$ cat src/rtl/i2s_tx_serializer.sv
// -----------------------------------------------------------------------------
// i2s_tx_serializer
//
// Output stage of the 96 kHz resampled audio path. It takes parallel L/R sample
// pairs from the interpolator, one pair per one-cycle din_valid strobe. It
// serializes them into a Philips-format I2S stream (BCLK, LRCK, SDATA) for the
// DAC. All I2S timing comes from the master clock clk.
//
// Frame geometry
//   frame_cnt runs 0 .. 2*WORD_BITS*BCLK_DIV-1. It is held here as a
//   (slot, phase) pair, so BCLK_DIV does not need to be a power of two:
//     slot  k = frame_cnt / BCLK_DIV
//     phase p = frame_cnt % BCLK_DIV
//   The shift register sr holds {L,R}.
//     - It is loaded at the last cycle of slot 0.
//     - It shifts left once at the last cycle of every other slot.
//   Because of this, the L MSB appears in slot 1. That is the one-bit I2S
//   delay after the LRCK edge.
//
// Sample buffering
//   A one-deep pending buffer decouples the upstream strobe from the frame
//   boundary. At the load point the source is chosen in this order:
//     1. the pending word;
//     2. a strobe arriving in that same cycle (bypass);
//     3. the last transmitted pair repeated (underrun).
//   If a pending word is overwritten before it is loaded, overrun is flagged.
//
// Output timing
//   All outputs are registered. While the counter shows n, the outputs show
//   the values belonging to n. The underrun/overrun flags are decided in
//   cycle n and appear as a one-cycle pulse in cycle n+1.
//
// Run control
//   run=0 synchronously returns everything to zero and overrides every other
//   action. The first cycle with run=1 arms the transmitter. The next cycle is
//   frame_cnt=0, with frame_start asserted.
//
// Ports
//   clk          in   master clock (49.152 MHz), rising edge
//   reset        in   asynchronous active-high reset
//   run          in   transmitter enable
//   din_valid    in   one-cycle strobe qualifying l_data_in / r_data_in
//   l_data_in    in   left sample, two's complement, MSB first on the wire
//   r_data_in    in   right sample
//   i2s_bclk     out  bit clock, BCLK_DIV clk per period, 50% duty
//   i2s_lrck     out  word select, 0 = left, 1 = right
//   i2s_sdata    out  serial data, changes on BCLK falling edge
//   frame_start  out  high while frame_cnt == 0 and running
//   underrun     out  pulse: a frame was loaded with no new sample
//   overrun      out  pulse: a pending sample was overwritten
// -----------------------------------------------------------------------------
module i2s_tx_serializer #(
    parameter int BCLK_DIV  = 8,
    parameter int WORD_BITS = 32
) (
    input  logic                 clk,
    input  logic                 reset,
    input  logic                 run,
    input  logic                 din_valid,
    input  logic [WORD_BITS-1:0] l_data_in,
    input  logic [WORD_BITS-1:0] r_data_in,
    output logic                 i2s_bclk,
    output logic                 i2s_lrck,
    output logic                 i2s_sdata,
    output logic                 frame_start,
    output logic                 underrun,
    output logic                 overrun
);

    localparam int SR_BITS = 2 * WORD_BITS;
    localparam int PHASE_W = $clog2(BCLK_DIV);
    localparam int SLOT_W  = $clog2(SR_BITS);

    localparam logic [PHASE_W-1:0] PHASE_LAST = PHASE_W'(BCLK_DIV - 1);
    localparam logic [PHASE_W-1:0] PHASE_HALF = PHASE_W'(BCLK_DIV / 2);
    localparam logic [PHASE_W-1:0] PHASE_ONE  = PHASE_W'(1);
    localparam logic [SLOT_W-1:0]  SLOT_LAST  = SLOT_W'(SR_BITS - 1);
    localparam logic [SLOT_W-1:0]  SLOT_RIGHT = SLOT_W'(WORD_BITS);
    localparam logic [SLOT_W-1:0]  SLOT_ONE   = SLOT_W'(1);

    // ST_IDLE: held by run=0 / reset; ST_RUN: frame counter advancing.
    typedef enum logic {
        ST_IDLE = 1'b0,
        ST_RUN  = 1'b1
    } state_t;

    // ---------------------------------------------------------------- state
    state_t                 state_reg,       state_next;
    logic [PHASE_W-1:0]     phase_reg,       phase_next;
    logic [SLOT_W-1:0]      slot_reg,        slot_next;
    logic [SR_BITS-1:0]     sr_reg,          sr_next;
    logic                   pend_full_reg,   pend_full_next;
    logic [WORD_BITS-1:0]   pend_l_reg,      pend_l_next;
    logic [WORD_BITS-1:0]   pend_r_reg,      pend_r_next;
    logic [WORD_BITS-1:0]   hold_l_reg,      hold_l_next;
    logic [WORD_BITS-1:0]   hold_r_reg,      hold_r_next;

    // ------------------------------------------------------ output registers
    logic                   bclk_reg,        bclk_next;
    logic                   lrck_reg,        lrck_next;
    logic                   sdata_reg,       sdata_next;
    logic                   frame_start_reg, frame_start_next;
    logic                   underrun_reg,    underrun_next;
    logic                   overrun_reg,     overrun_next;

    // ------------------------------------------------------- decode helpers
    logic                   running;
    logic                   end_of_slot;
    logic                   load_cycle;

    // ------------------------------------------------------------ registers
    always_ff @(posedge clk or posedge reset) begin
        if (reset) begin
            state_reg       <= ST_IDLE;
            phase_reg       <= '0;
            slot_reg        <= '0;
            sr_reg          <= '0;
            pend_full_reg   <= 1'b0;
            pend_l_reg      <= '0;
            pend_r_reg      <= '0;
            hold_l_reg      <= '0;
            hold_r_reg      <= '0;
            bclk_reg        <= 1'b0;
            lrck_reg        <= 1'b0;
            sdata_reg       <= 1'b0;
            frame_start_reg <= 1'b0;
            underrun_reg    <= 1'b0;
            overrun_reg     <= 1'b0;
        end else begin
            state_reg       <= state_next;
            phase_reg       <= phase_next;
            slot_reg        <= slot_next;
            sr_reg          <= sr_next;
            pend_full_reg   <= pend_full_next;
            pend_l_reg      <= pend_l_next;
            pend_r_reg      <= pend_r_next;
            hold_l_reg      <= hold_l_next;
            hold_r_reg      <= hold_r_next;
            bclk_reg        <= bclk_next;
            lrck_reg        <= lrck_next;
            sdata_reg       <= sdata_next;
            frame_start_reg <= frame_start_next;
            underrun_reg    <= underrun_next;
            overrun_reg     <= overrun_next;
        end
    end

    // ------------------------------------------- next-state and output logic
    always_comb begin
        state_next       = state_reg;
        phase_next       = phase_reg;
        slot_next        = slot_reg;
        sr_next          = sr_reg;
        pend_full_next   = pend_full_reg;
        pend_l_next      = pend_l_reg;
        pend_r_next      = pend_r_reg;
        hold_l_next      = hold_l_reg;
        hold_r_next      = hold_r_reg;
        underrun_next    = 1'b0;
        overrun_next     = 1'b0;

        running     = (state_reg == ST_RUN);
        end_of_slot = running && (phase_reg == PHASE_LAST);
        load_cycle  = end_of_slot && (slot_reg == '0);

        // Frame counter. The arming cycle leaves the counter at zero, so the
        // following cycle is a genuine frame_cnt == 0.
        if (running) begin
            if (phase_reg == PHASE_LAST) begin
                phase_next = '0;
                slot_next  = (slot_reg == SLOT_LAST) ? '0 : slot_reg + SLOT_ONE;
            end else begin
                phase_next = phase_reg + PHASE_ONE;
            end
        end else begin
            state_next = ST_RUN;
        end

        // Every slot except slot 0 ends with a shift. The shift at the end of
        // slot 63 leaves R[0] on the wire for slot 0 of the next frame.
        if (end_of_slot && !load_cycle) begin
            sr_next = {sr_reg[SR_BITS-2:0], 1'b0};
        end

        if (load_cycle) begin
            if (pend_full_reg) begin
                sr_next     = {pend_l_reg, pend_r_reg};
                hold_l_next = pend_l_reg;
                hold_r_next = pend_r_reg;
                if (din_valid) begin
                    // The old word drains while the new one takes its place.
                    // This is not an overwrite, so there is no overrun.
                    pend_l_next = l_data_in;
                    pend_r_next = r_data_in;
                end else begin
                    pend_full_next = 1'b0;
                end
            end else if (din_valid) begin
                sr_next     = {l_data_in, r_data_in};
                hold_l_next = l_data_in;
                hold_r_next = r_data_in;
            end else begin
                // Repeat the last pair. This is all zeros before the first
                // sample.
                sr_next       = {hold_l_reg, hold_r_reg};
                underrun_next = 1'b1;
            end
        end else if (din_valid) begin
            overrun_next   = pend_full_reg;
            pend_l_next    = l_data_in;
            pend_r_next    = r_data_in;
            pend_full_next = 1'b1;
        end

        // run=0 wins over everything, including a strobe in the same cycle.
        if (!run) begin
            state_next     = ST_IDLE;
            phase_next     = '0;
            slot_next      = '0;
            sr_next        = '0;
            pend_full_next = 1'b0;
            pend_l_next    = '0;
            pend_r_next    = '0;
            hold_l_next    = '0;
            hold_r_next    = '0;
            underrun_next  = 1'b0;
            overrun_next   = 1'b0;
        end

        // The line outputs are decoded from the next counter and next shift
        // register. Registering them this way keeps them aligned with
        // frame_cnt. While idle, every term below evaluates to zero.
        bclk_next        = (phase_next >= PHASE_HALF);
        lrck_next        = (slot_next >= SLOT_RIGHT);
        sdata_next       = sr_next[SR_BITS-1];
        frame_start_next = (state_next == ST_RUN) && (phase_next == '0)
                           && (slot_next == '0);
    end

    assign i2s_bclk    = bclk_reg;
    assign i2s_lrck    = lrck_reg;
    assign i2s_sdata   = sdata_reg;
    assign frame_start = frame_start_reg;
    assign underrun    = underrun_reg;
    assign overrun     = overrun_reg;

endmodule

$ cat config.mk
export PLATFORM = sky130hd
export DESIGN_NAME = i2s_tx_serializer
export DESIGN_NICKNAME = d
export VERILOG_FILES = /design/src/rtl/i2s_tx_serializer.sv
export SDC_FILE = /design/constraint.sdc
export NUM_CORES = 1
export LEC_CHECK = 0
export CAP_MARGIN = 20
export CORE_ASPECT_RATIO = 1.25
export CORE_MARGIN = 2
export CORE_UTILIZATION = 48
export CTS_CLUSTER_SIZE = 8
export DETAILED_ROUTE_END_ITERATION = 7
export GPL_TIMING_DRIVEN = 0
export PLACE_DENSITY_LB_ADDON = 0.12
export SYNTH_ARGS = -nofsm -noshare
export SYNTH_HDL_FRONTEND = slang
export SYNTH_SLANG_ARGS = --single-unit
export TNS_END_PERCENT = 20
$ cat constraint.sdc
create_clock -name clk -period 6.29 [get_ports clk]
set_input_delay 0.9435 -clock clk [delete_from_list [all_inputs] [get_ports clk]]
set_output_delay 0.9435 -clock clk [all_outputs]
set_load 0.1 [all_outputs]
==> impl_metrics.json, run 1 <==
{
  "yosys_warnings": 0,
  "drc": 0,
  "cp_data_required_time_ns": 5.35,
  "io_buffers": 72,
  "ys_ff_latch": 207,
  "die_area_um2": 22600,
  "drive_above_1_share_pct": 8.42,
  "synth_area_um2": 10300,
  "slew_headroom_pct": 29.8,
  "clk_latency_ns": 0.54,
  "cts_buffers": 29,
  "pwr-share-comb_pct": 10.0,
  "power_switching_uw": 746,
  "grt_overflow_total": 0,
  "instances_no_fill": 1521,
  "yosysUniqueCellTypes": 41,
  "nNetsFinal": 1319,
  "period_share_pct": 48.0,
  "clockBufferDepth": 3,
  "critPathCaptureType": "output port",
  "via_per_inst": 5.62,
  "cp-start-kind": "register",
  "layout_setup_ws_ns": 3.27,
  "fin_area_um2": 12200,
  "gp_congestion": 0.785,
  "clkPwrFrac_pct": 44.6,
  "fin_worst_skew_ns": 0.0164,
  "coreArea_um2": 21000,
  "die_h_um": 168,
  "place_ws_ns": 3.00,
  "grt_pass1_vias": 8653,
  "areaGrowthSynthToFinish_pct": 18.7,
  "p_leak_nw": 5.18,
  "synth_cells": 1138,
  "worst-setup-path-type": "reg -> out",
  "critPathMaxFanout": 2,
  "ios": 74,
  "cp_cell_sequence": "clkdlybuf4s50_1",
  "synth_fp_nets": 1210,
  "die_w_um": 135,
  "grt_first_pass_wirelength_um": 45200,
  "place_area_um2": 11500,
  "p_int_mw": 2.28,
  "ctsHtreeMaxLevel": 1,
  "synth-seq-area-share_pct": 50.4,
  "seqPwrFrac_pct": 45.4,
  "synth_top_area_share_pct": 50.4,
  "syn_area_per_cell_um2": 9.04,
  "grt_usage_pct": 24.7,
  "worst_pin_slew_ns": 1.05,
  "first_pass_iters": 5,
  "antenna_found_initial": 0,
  "diodes": 0,
  "holdBufCountCts": 0,
  "synth_area_leaders": "dfrtp_1, nand2_1, mux2i_1",
  "power_mw": 3.03,
  "setup_viol": 0,
  "wire_per_inst_um": 18.0,
  "tns_ns": 0,
  "worst-path-buf-inv": 1,
  "dp_hpwl_um": 19000,
  "maxCapViolCount": 0,
  "dp.cells": 1490,
  "cts_root_buf": "clkbuf_16",
  "start_util_pct": 49.1,
  "drtIter0Drc": 482,
  "grt_max_degree": 39,
  "ir_drop_uv": 184,
  "cts_tree": "built",
  "period_needed_ns": 3.02,
  "status": "completed",
  "report.final.slew_viol_count": 0,
  "max_freq_mhz": 331,
  "post-cts-setup-buffers": 0,
  "rsz0062_at_grt": "no",
  "largest_reg_flops": 64,
  "path_clk_slew_ns": 0.05,
  "cpLargestDelayFamily": "buffers and inverters",
  "cp_slowest_cell": "clkdlybuf4s50_1",
  "worstHoldPathType": "reg -> reg",
  "ant_nets": 0,
  "yosysTopAreaCell": "dfrtp_1",
  "rows": 59,
  "hold_viol_final": 0,
  "p_sw_share_pct": 24.6,
  "power.density_nw_per_um2": 248,
  "clock_sinks": 207,
  "cp.arrival_ns": 2.07,
  "vias": 8548,
  "cpPeakStageDelay_ns": 1.19,
  "post_cts_resized": 0,
  "wl_um": 27400
}
[power groups by stage]
stage / logic [mW] / clock network (mW) / registers, mW
3_5_place_dp: 0.306 / 0 / 1.40
5_1_grt: 0.334 / 1.43 / 1.38
4_1_cts: 0.307 / 1.37 / 1.37
6_report: 0.303 / 1.35 / 1.37
2_1_floorplan: 0.169 / 0 / 1.40
3_3_place_gp: 0.295 / 0 / 1.40
[path summary, 6_finish.rpt]
kind                                      startpoint                          to  slack (ns)  cells past startpoint
min in group asynchronous                      reset   pend_r_reg[3]$_DFFE_PP0P_        0.85                      2
max in group asynchronous                      reset   pend_l_reg[8]$_DFFE_PP0P_        4.58                      4
max reg2reg                   phase_reg[0]$_DFF_PP0_  pend_r_reg[14]$_DFFE_PP0P_        3.57                      9
min                        hold_r_reg[3]$_DFFE_PP0P_   hold_r_reg[3]$_DFFE_PP0P_        0.48                      2
min reg2reg                hold_r_reg[3]$_DFFE_PP0P_   hold_r_reg[3]$_DFFE_PP0P_        0.48                      2
max                           sr_reg[63]$_DFFE_PP0P_                   i2s_sdata        3.27                      1
[logic make-up after synthesis]
logic type | Yosys count | synth area share, %
AO/OA/AOI/OAI | 360 | 22.3
XOR/XNOR | 2 | 0.170
adder cells (fa/ha/maj) | 4 | 0.487
buffers and inverters | 101 | 4.72
flip-flops | 207 | 50.4
multiplexers | 70 | 6.81
AND/OR/NAND/NOR | 394 | 15.2
[placed cells by master, fill, tap and decap left out, types with 2 or more instances in the layout]
master,Yosys,final
buf_12,0,6
nand2_1,358,358
buf_6,8,8
ha_1,4,4
clkdlybuf4s50_1,0,72
buf_1,2,2
inv_1,3,2
nor2b_1,6,6
xnor2_1,2,2
nand3_1,9,9
dfrtp_1,207,207
a21boi_1,64,64
o211ai_1,4,4
mux2i_1,70,70
a31o_2,25,25
and2_1,3,3
o21a_1,2,2
o21ai_0,140,140
a21boi_0,31,31
buf_4,3,3
a32o_1,2,2
buf_2,25,25
a22oi_1,29,29
nor2_1,4,4
clkbuf_2,3,3
clkbuf_1,57,58
clkbuf_16,0,29
a31oi_1,35,35
or4_1,2,2
nor3_1,3,3
o21ai_1,20,20
a21oi_1,5,5
[layer usage]
layer / GRT usage [%] / routed length, µm / share of wire [%] / vias up
met2: 41.4 / 13400 / 49 / 194
met5: 0 / 0 / 0 / -
li1: - / - / - / 4126
met1: 32.7 / 12000 / 44 / 4165
met4: 8.15 / 818 / 3.0 / 0
met3: 4.03 / 1230 / 4.5 / 63
[synthesized netlist by cell type]
| cell type | instances |
|---|---|
| a31o_2 | 25 |
| ha_1 | 4 |
| buf_1 | 2 |
| and2_4 | 1 |
| nor3_1 | 3 |
| nor2_1 | 4 |
| o31ai_1 | 1 |
| o21a_1 | 2 |
| buf_2 | 25 |
| a21oi_1 | 5 |
| a22oi_1 | 29 |
| a21boi_1 | 64 |
| mux2i_1 | 70 |
| nor2b_1 | 6 |
| or2_4 | 1 |
| nand3_1 | 9 |
| a21boi_0 | 31 |
| a32o_1 | 2 |
| o21ai_4 | 1 |
| nand4b_1 | 1 |
| and2_1 | 3 |
| xnor2_1 | 2 |
| nor4_1 | 1 |
| inv_1 | 3 |
| nand2_1 | 358 |
| nand4_1 | 1 |
| buf_6 | 8 |
| clkbuf_2 | 3 |
| and3b_1 | 1 |
| o2111ai_1 | 1 |
| or4_1 | 2 |
| o211ai_1 | 4 |
| clkbuf_1 | 57 |
| o21ai_1 | 20 |
| and4b_1 | 1 |
| a31oi_1 | 35 |
| dfrtp_1 | 207 |
| nor3b_1 | 1 |
| buf_4 | 3 |
| nand2_2 | 1 |
| o21ai_0 | 140 |
[through the flow]
stage | utilization, % | hold slack (ns)
final | 58.3 | 0.478
after detailed placement | 54.7 | 0.470
after global routing | 58.3 | 0.502
after global placement | 54.2 | 0.462
after floorplan | - | 0.449
after CTS | 58.3 | 0.481
[cell type report]
type | instances | area, µm²
plain buffers | 98 | 474
clock buffers | 30 | 729
clock inverters | 1 | 8.76
fillers | 1895 | 8750
inverters | 3 | 15.0
multi-input cells | 830 | 4620
flip-flops and latches | 207 | 5180
well taps | 274 | 343
repair buffers | 78 | 841
(Power assumes the default switching activity.)
==> inputs of run 2 (changes only) <==
clock period = 2.73 ns   (was 6.29 ns; I/O delays follow)
==> impl_metrics.json, run 2 (synthesis results as in run 1) <==
{
  "via_per_inst": 5.64,
  "drc": 0,
  "reg2reg_depth": 8,
  "cts_tree": "built",
  "ff2ff_setup_slack_ns": 0.26,
  "coreArea_um2": 21000,
  "die_w_um": 135,
  "worst_pin_slew_ns": 1.05,
  "postLayoutCoreUtil_pct": 58.2,
  "cp_data_required_time_ns": 2.32,
  "path_clk_slew_ns": 0.05,
  "cp_slowest_cell": "clkdlybuf4s50_1",
  "critPathMaxFanout": 2,
  "gp_congestion": 0.785,
  "grt_usage_pct": 24.7,
  "power_mw": 6.97,
  "cp_cell_sequence": "clkdlybuf4s50_1",
  "areaGrowthSynthToFinish_pct": 18.7,
  "slew_headroom_pct": 29.7,
  "critPathCaptureType": "output port",
  "status": "completed",
  "largest_reg_flops": 64,
  "worstHoldPathType": "in -> async",
  "setup_viol": 0,
  "crit_end": "i2s_sdata",
  "power.density_nw_per_um2": 571,
  "maxCapViolCount": 0,
  "drive_above_1_share_pct": 8.51,
  "grt_overflow_total": 0,
  "post_cts_resized": 0,
  "rows": 59,
  "clockBufferDepth": 3,
  "fin_worst_skew_ns": 0.0187,
  "drtIter0Drc": 482,
  "wl_um": 27400,
  "cpLargestDelayFamily": "buffers and inverters",
  "worst-setup-path-type": "reg -> out",
  "vias": 8578,
  "grt_pass1_vias": 8653,
  "io_buffers": 72,
  "ctsHtreeMaxLevel": 1,
  "max_freq_mhz": 402,
  "holdBufCountCts": 0,
  "wire_per_inst_um": 18.0,
  "ir_drop_uv": 425,
  "cts_root_buf": "clkbuf_16",
  "grt_first_pass_wirelength_um": 45200,
  "grt_max_degree": 39,
  "layout.cells.most_common_list": "nand2_1, dfrtp_1, o21ai_0",
  "rr_startpoint": "phase_reg[0]$_DFF_PP0_",
  "die_area_um2": 22600,
  "diodes": 0,
  "cts_buffers": 29,
  "p_leak_nw": 5.18,
  "cp-start-kind": "register",
  "hold_viol_final": 0,
  "path_depth": 1,
  "place_ws_ns": -0.0233,
  "ant_nets": 0,
  "clock_sinks": 207,
  "nNetsFinal": 1318,
  "antenna_found_initial": 0,
  "cp.arrival_ns": 2.08,
  "start_util_pct": 49.1,
  "rsz0062_at_grt": "no",
  "layout_commonest_cell": "nand2_1",
  "post-cts-setup-buffers": 0,
  "first_pass_iters": 5,
  "period_needed_ns": 2.49,
  "layout_setup_ws_ns": 0.243,
  "timing.rr.end": "sr_reg[20]$_DFFE_PP0P_",
  "ios": 74,
  "cpPeakStageDelay_ns": 1.20,
  "die_h_um": 168,
  "period_share_pct": 91.1,
  "dp_hpwl_um": 19000,
  "crit_start": "sr_reg[63]$_DFFE_PP0P_",
  "clk_latency_ns": 0.54,
  "worst-path-buf-inv": 1,
  "report.final.slew_viol_count": 0
}
run 2: cell types whose count changed in the layout (fill, tap and decap cells not counted), sizes merged:
cell,delta
clkbuf,-2
buf,+1
run 2: cell type report:
cell class	instances	area, µm²
multi-input cells	830	4620
inverters	3	15.0
plain buffers	97	470
repair buffers	78	841
flip-flops and latches	207	5180
well taps	274	343
fillers	1898	8750
clock inverters	1	8.76
clock buffers	30	729
run 2: how the worst min path moves through the flow:
stage                                             to                  startpoint
after global routing       pend_r_reg[2]$_DFFE_PP0P_                       reset
after detailed placement  hold_l_reg[11]$_DFFE_PP0P_  hold_l_reg[11]$_DFFE_PP0P_
after global placement    hold_l_reg[31]$_DFFE_PP0P_  hold_l_reg[31]$_DFFE_PP0P_
after floorplan                    running$_DFF_PP0_                         run
final                      pend_r_reg[3]$_DFFE_PP0P_                       reset
after CTS                  pend_r_reg[2]$_DFFE_PP0P_                       reset
run 2: report_power, final:
part           switching [mW]  leakage, nW  internal, mW
clock                    1.26        0.363          1.85
sequential             0.0373         2.85          3.13
combinational           0.423         1.97         0.275
run 2: metal layers:
| metal | track usage [%] | vias to the layer above | share of wire (%) |
|---|---|---|---|
| li1 | - | 4130 | - |
| met1 | 32.7 | 4188 | 44 |
| met2 | 41.4 | 198 | 49 |
| met3 | 4.03 | 62 | 4.4 |
| met4 | 8.15 | 0 | 2.8 |
| met5 | 0 | - | 0 |
run 2: through the flow:
step	cells	hold WS [ns]	instance area (µm²)	setup TNS, ns
2_1_floorplan	1138	0.441	10300	-75.71
3_3_place_gp	1484	0.462	11400	-454.16
3_5_place_dp	1490	0.470	11500	-0.0233
4_1_cts	1521	0.322	12200	0
5_1_grt	1520	0.358	12200	0
6_report	1520	0.322	12200	0
==> inputs of run 3 (changes only) <==
PLACE_DENSITY_LB_ADDON = 0.15   (was 0.12)
==> impl_metrics.json, run 3 (synthesis results as in run 1) <==
{
  "die_w_um": 135,
  "dp_hpwl_um": 18900,
  "ctsHtreeMaxLevel": 1,
  "reg2reg_depth": 8,
  "cts_tree": "built",
  "cts_buffers": 29,
  "status": "completed",
  "cp_cell_sequence": "ha_1 > ha_1 > and2_4 > nand4b_1 > o21a_1 > clkbuf_1 > nand2_1 > a21boi_1",
  "report.final.slew_viol_count": 0,
  "cpPeakStageDelay_ns": 0.55,
  "die_h_um": 168,
  "p_leak_nw": 5.16,
  "cpLargestDelayFamily": "compound AO/OA/AOI/OAI gates",
  "worst-setup-path-type": "reg -> reg",
  "clock_sinks": 207,
  "die_area_um2": 22600,
  "layout_commonest_cell": "nand2_1",
  "ir_drop_uv": 442,
  "crit_start": "phase_reg[0]$_DFF_PP0_",
  "drive_above_1_share_pct": 8.28,
  "cts_root_buf": "clkbuf_16",
  "critPathMaxFanout": 10,
  "post-cts-setup-buffers": 0,
  "diodes": 0,
  "path_clk_slew_ns": 0.05,
  "place_ws_ns": 0.0380,
  "multi_input_comb_area_um2": 4620,
  "first_pass_iters": 4,
  "wire_per_inst_um": 18.1,
  "start_util_pct": 49.1,
  "dp.cells": 1489,
  "layout_setup_ws_ns": 0.137,
  "place_area_um2": 11500,
  "critPathCaptureType": "register",
  "coreArea_um2": 21000,
  "power.density_nw_per_um2": 571,
  "layout.cells.most_common_list": "nand2_1, dfrtp_1, o21ai_0",
  "grt_overflow_total": 0,
  "gp_congestion": 0.792,
  "max_freq_mhz": 386,
  "worst_pin_slew_ns": 1.05,
  "rows": 59,
  "fin_area_um2": 12200,
  "cp_data_required_time_ns": 3.18,
  "grt_usage_pct": 24.9,
  "ant_nets": 0,
  "period_share_pct": 95.0,
  "cp.arrival_ns": 3.04,
  "hold_viol_final": 0,
  "timing.rr.end": "pend_r_reg[14]$_DFFE_PP0P_",
  "worstHoldPathType": "in -> async",
  "io_buffers": 72,
  "antenna_found_initial": 0,
  "cpMostUsedCell": "ha_1",
  "drc": 0,
  "cp_slowest_cell": "o21a_1",
  "fin_worst_skew_ns": 0.00833,
  "grt_pass1_vias": 8992,
  "rr_startpoint": "phase_reg[0]$_DFF_PP0_",
  "clockBufferDepth": 3,
  "vias": 8558,
  "tns_ns": 0,
  "setup_viol": 0,
  "grt_max_degree": 40,
  "wl_um": 27400,
  "areaGrowthSynthToFinish_pct": 18.4,
  "ios": 74,
  "cp-start-kind": "register",
  "worst-path-buf-inv": 1,
  "drtIter0Drc": 460,
  "nNetsFinal": 1317,
  "slew_headroom_pct": 29.6,
  "nFillCells": 1934,
  "period_needed_ns": 2.59,
  "regArea_um2": 5180,
  "maxCapViolCount": 0,
  "instances_no_fill": 1518,
  "rsz0062_at_grt": "no",
  "via_per_inst": 5.64,
  "largest_reg_flops": 64,
  "grt_first_pass_wirelength_um": 45800,
  "ff2ff_setup_slack_ns": 0.14,
  "clk_latency_ns": 0.53
}
run 3: cell count changes in the layout (fill, tap and decap cells not counted), sizes merged:
cell,before,now
buf,45,43
clkbuf,88,89
inv,3,2
run 3: final cells by class:
type | instances | area share (%)
Timing Repair Buffer | 77 | 6.74
Tap cell | 274 | 2.81
Clock buffer | 30 | 5.99
Sequential cell | 207 | 42.5
Inverter | 3 | 0.123
Multi-Input combinational cell | 830 | 37.9
Buffer | 97 | 3.86
run 3: worst reg2reg max path: stages (launching register included):
cell	delay (ns)
dfrtp_1	0.41
ha_1	0.22
ha_1	0.22
and2_4	0.19
nand4b_1	0.11
o21a_1	0.55
clkbuf_1	0.52
nand2_1	0.12
a21boi_1	0.16
run 3: power breakdown:
| part | internal, mW | switching (mW) |
|---|---|---|
| Combinational | 0.272 | 0.421 |
| Sequential | 3.13 | 0.0386 |
| Clock | 1.84 | 1.25 |
run 3: per-layer routing:
layer	part of all wire (%)	global-route usage (%)	routed length, µm	vias up
met3	4.7	3.54	1280	53
li1	-	-	-	4116
met4	2.4	7.74	665	0
met5	0	0	0	-
met2	50	42.7	13600	190
met1	43	32.7	11900	4199
run 3: per-stage QoR:
stage | utilization, % | power [mW] | hold slack, ns
floorplan | - | 3.62 | 0.441
global placement | 54.2 | 3.89 | 0.462
detailed placement | 54.6 | 3.92 | 0.471
CTS | 58.1 | 7.02 | 0.356
global route | 58.1 | 7.21 | 0.416
finish | 58.1 | 6.95 | 0.347
run 3: repair_timing:
| item | CTS | global route |
|---|---|---|
| endpoints found under the setup margin | 0 | 54 |
| resized for setup | 0 | 0 |
| hold buffers | 0 | 0 |
run 3: how the worst max path moves through the flow:
stage	cells past startpoint	end	slack [ns]
6_report	8	pend_r_reg[14]$_DFFE_PP0P_	0.14
3_3_place_gp	2	pend_l_reg[5]$_DFFE_PP0P_	-2.18
3_5_place_dp	9	pend_r_reg[14]$_DFFE_PP0P_	0.04
5_1_grt	8	pend_r_reg[6]$_DFFE_PP0P_	0.0007
2_1_floorplan	1	frame_start$_DFF_PP0_	-0.37
4_1_cts	9	pend_r_reg[14]$_DFFE_PP0P_	0.002
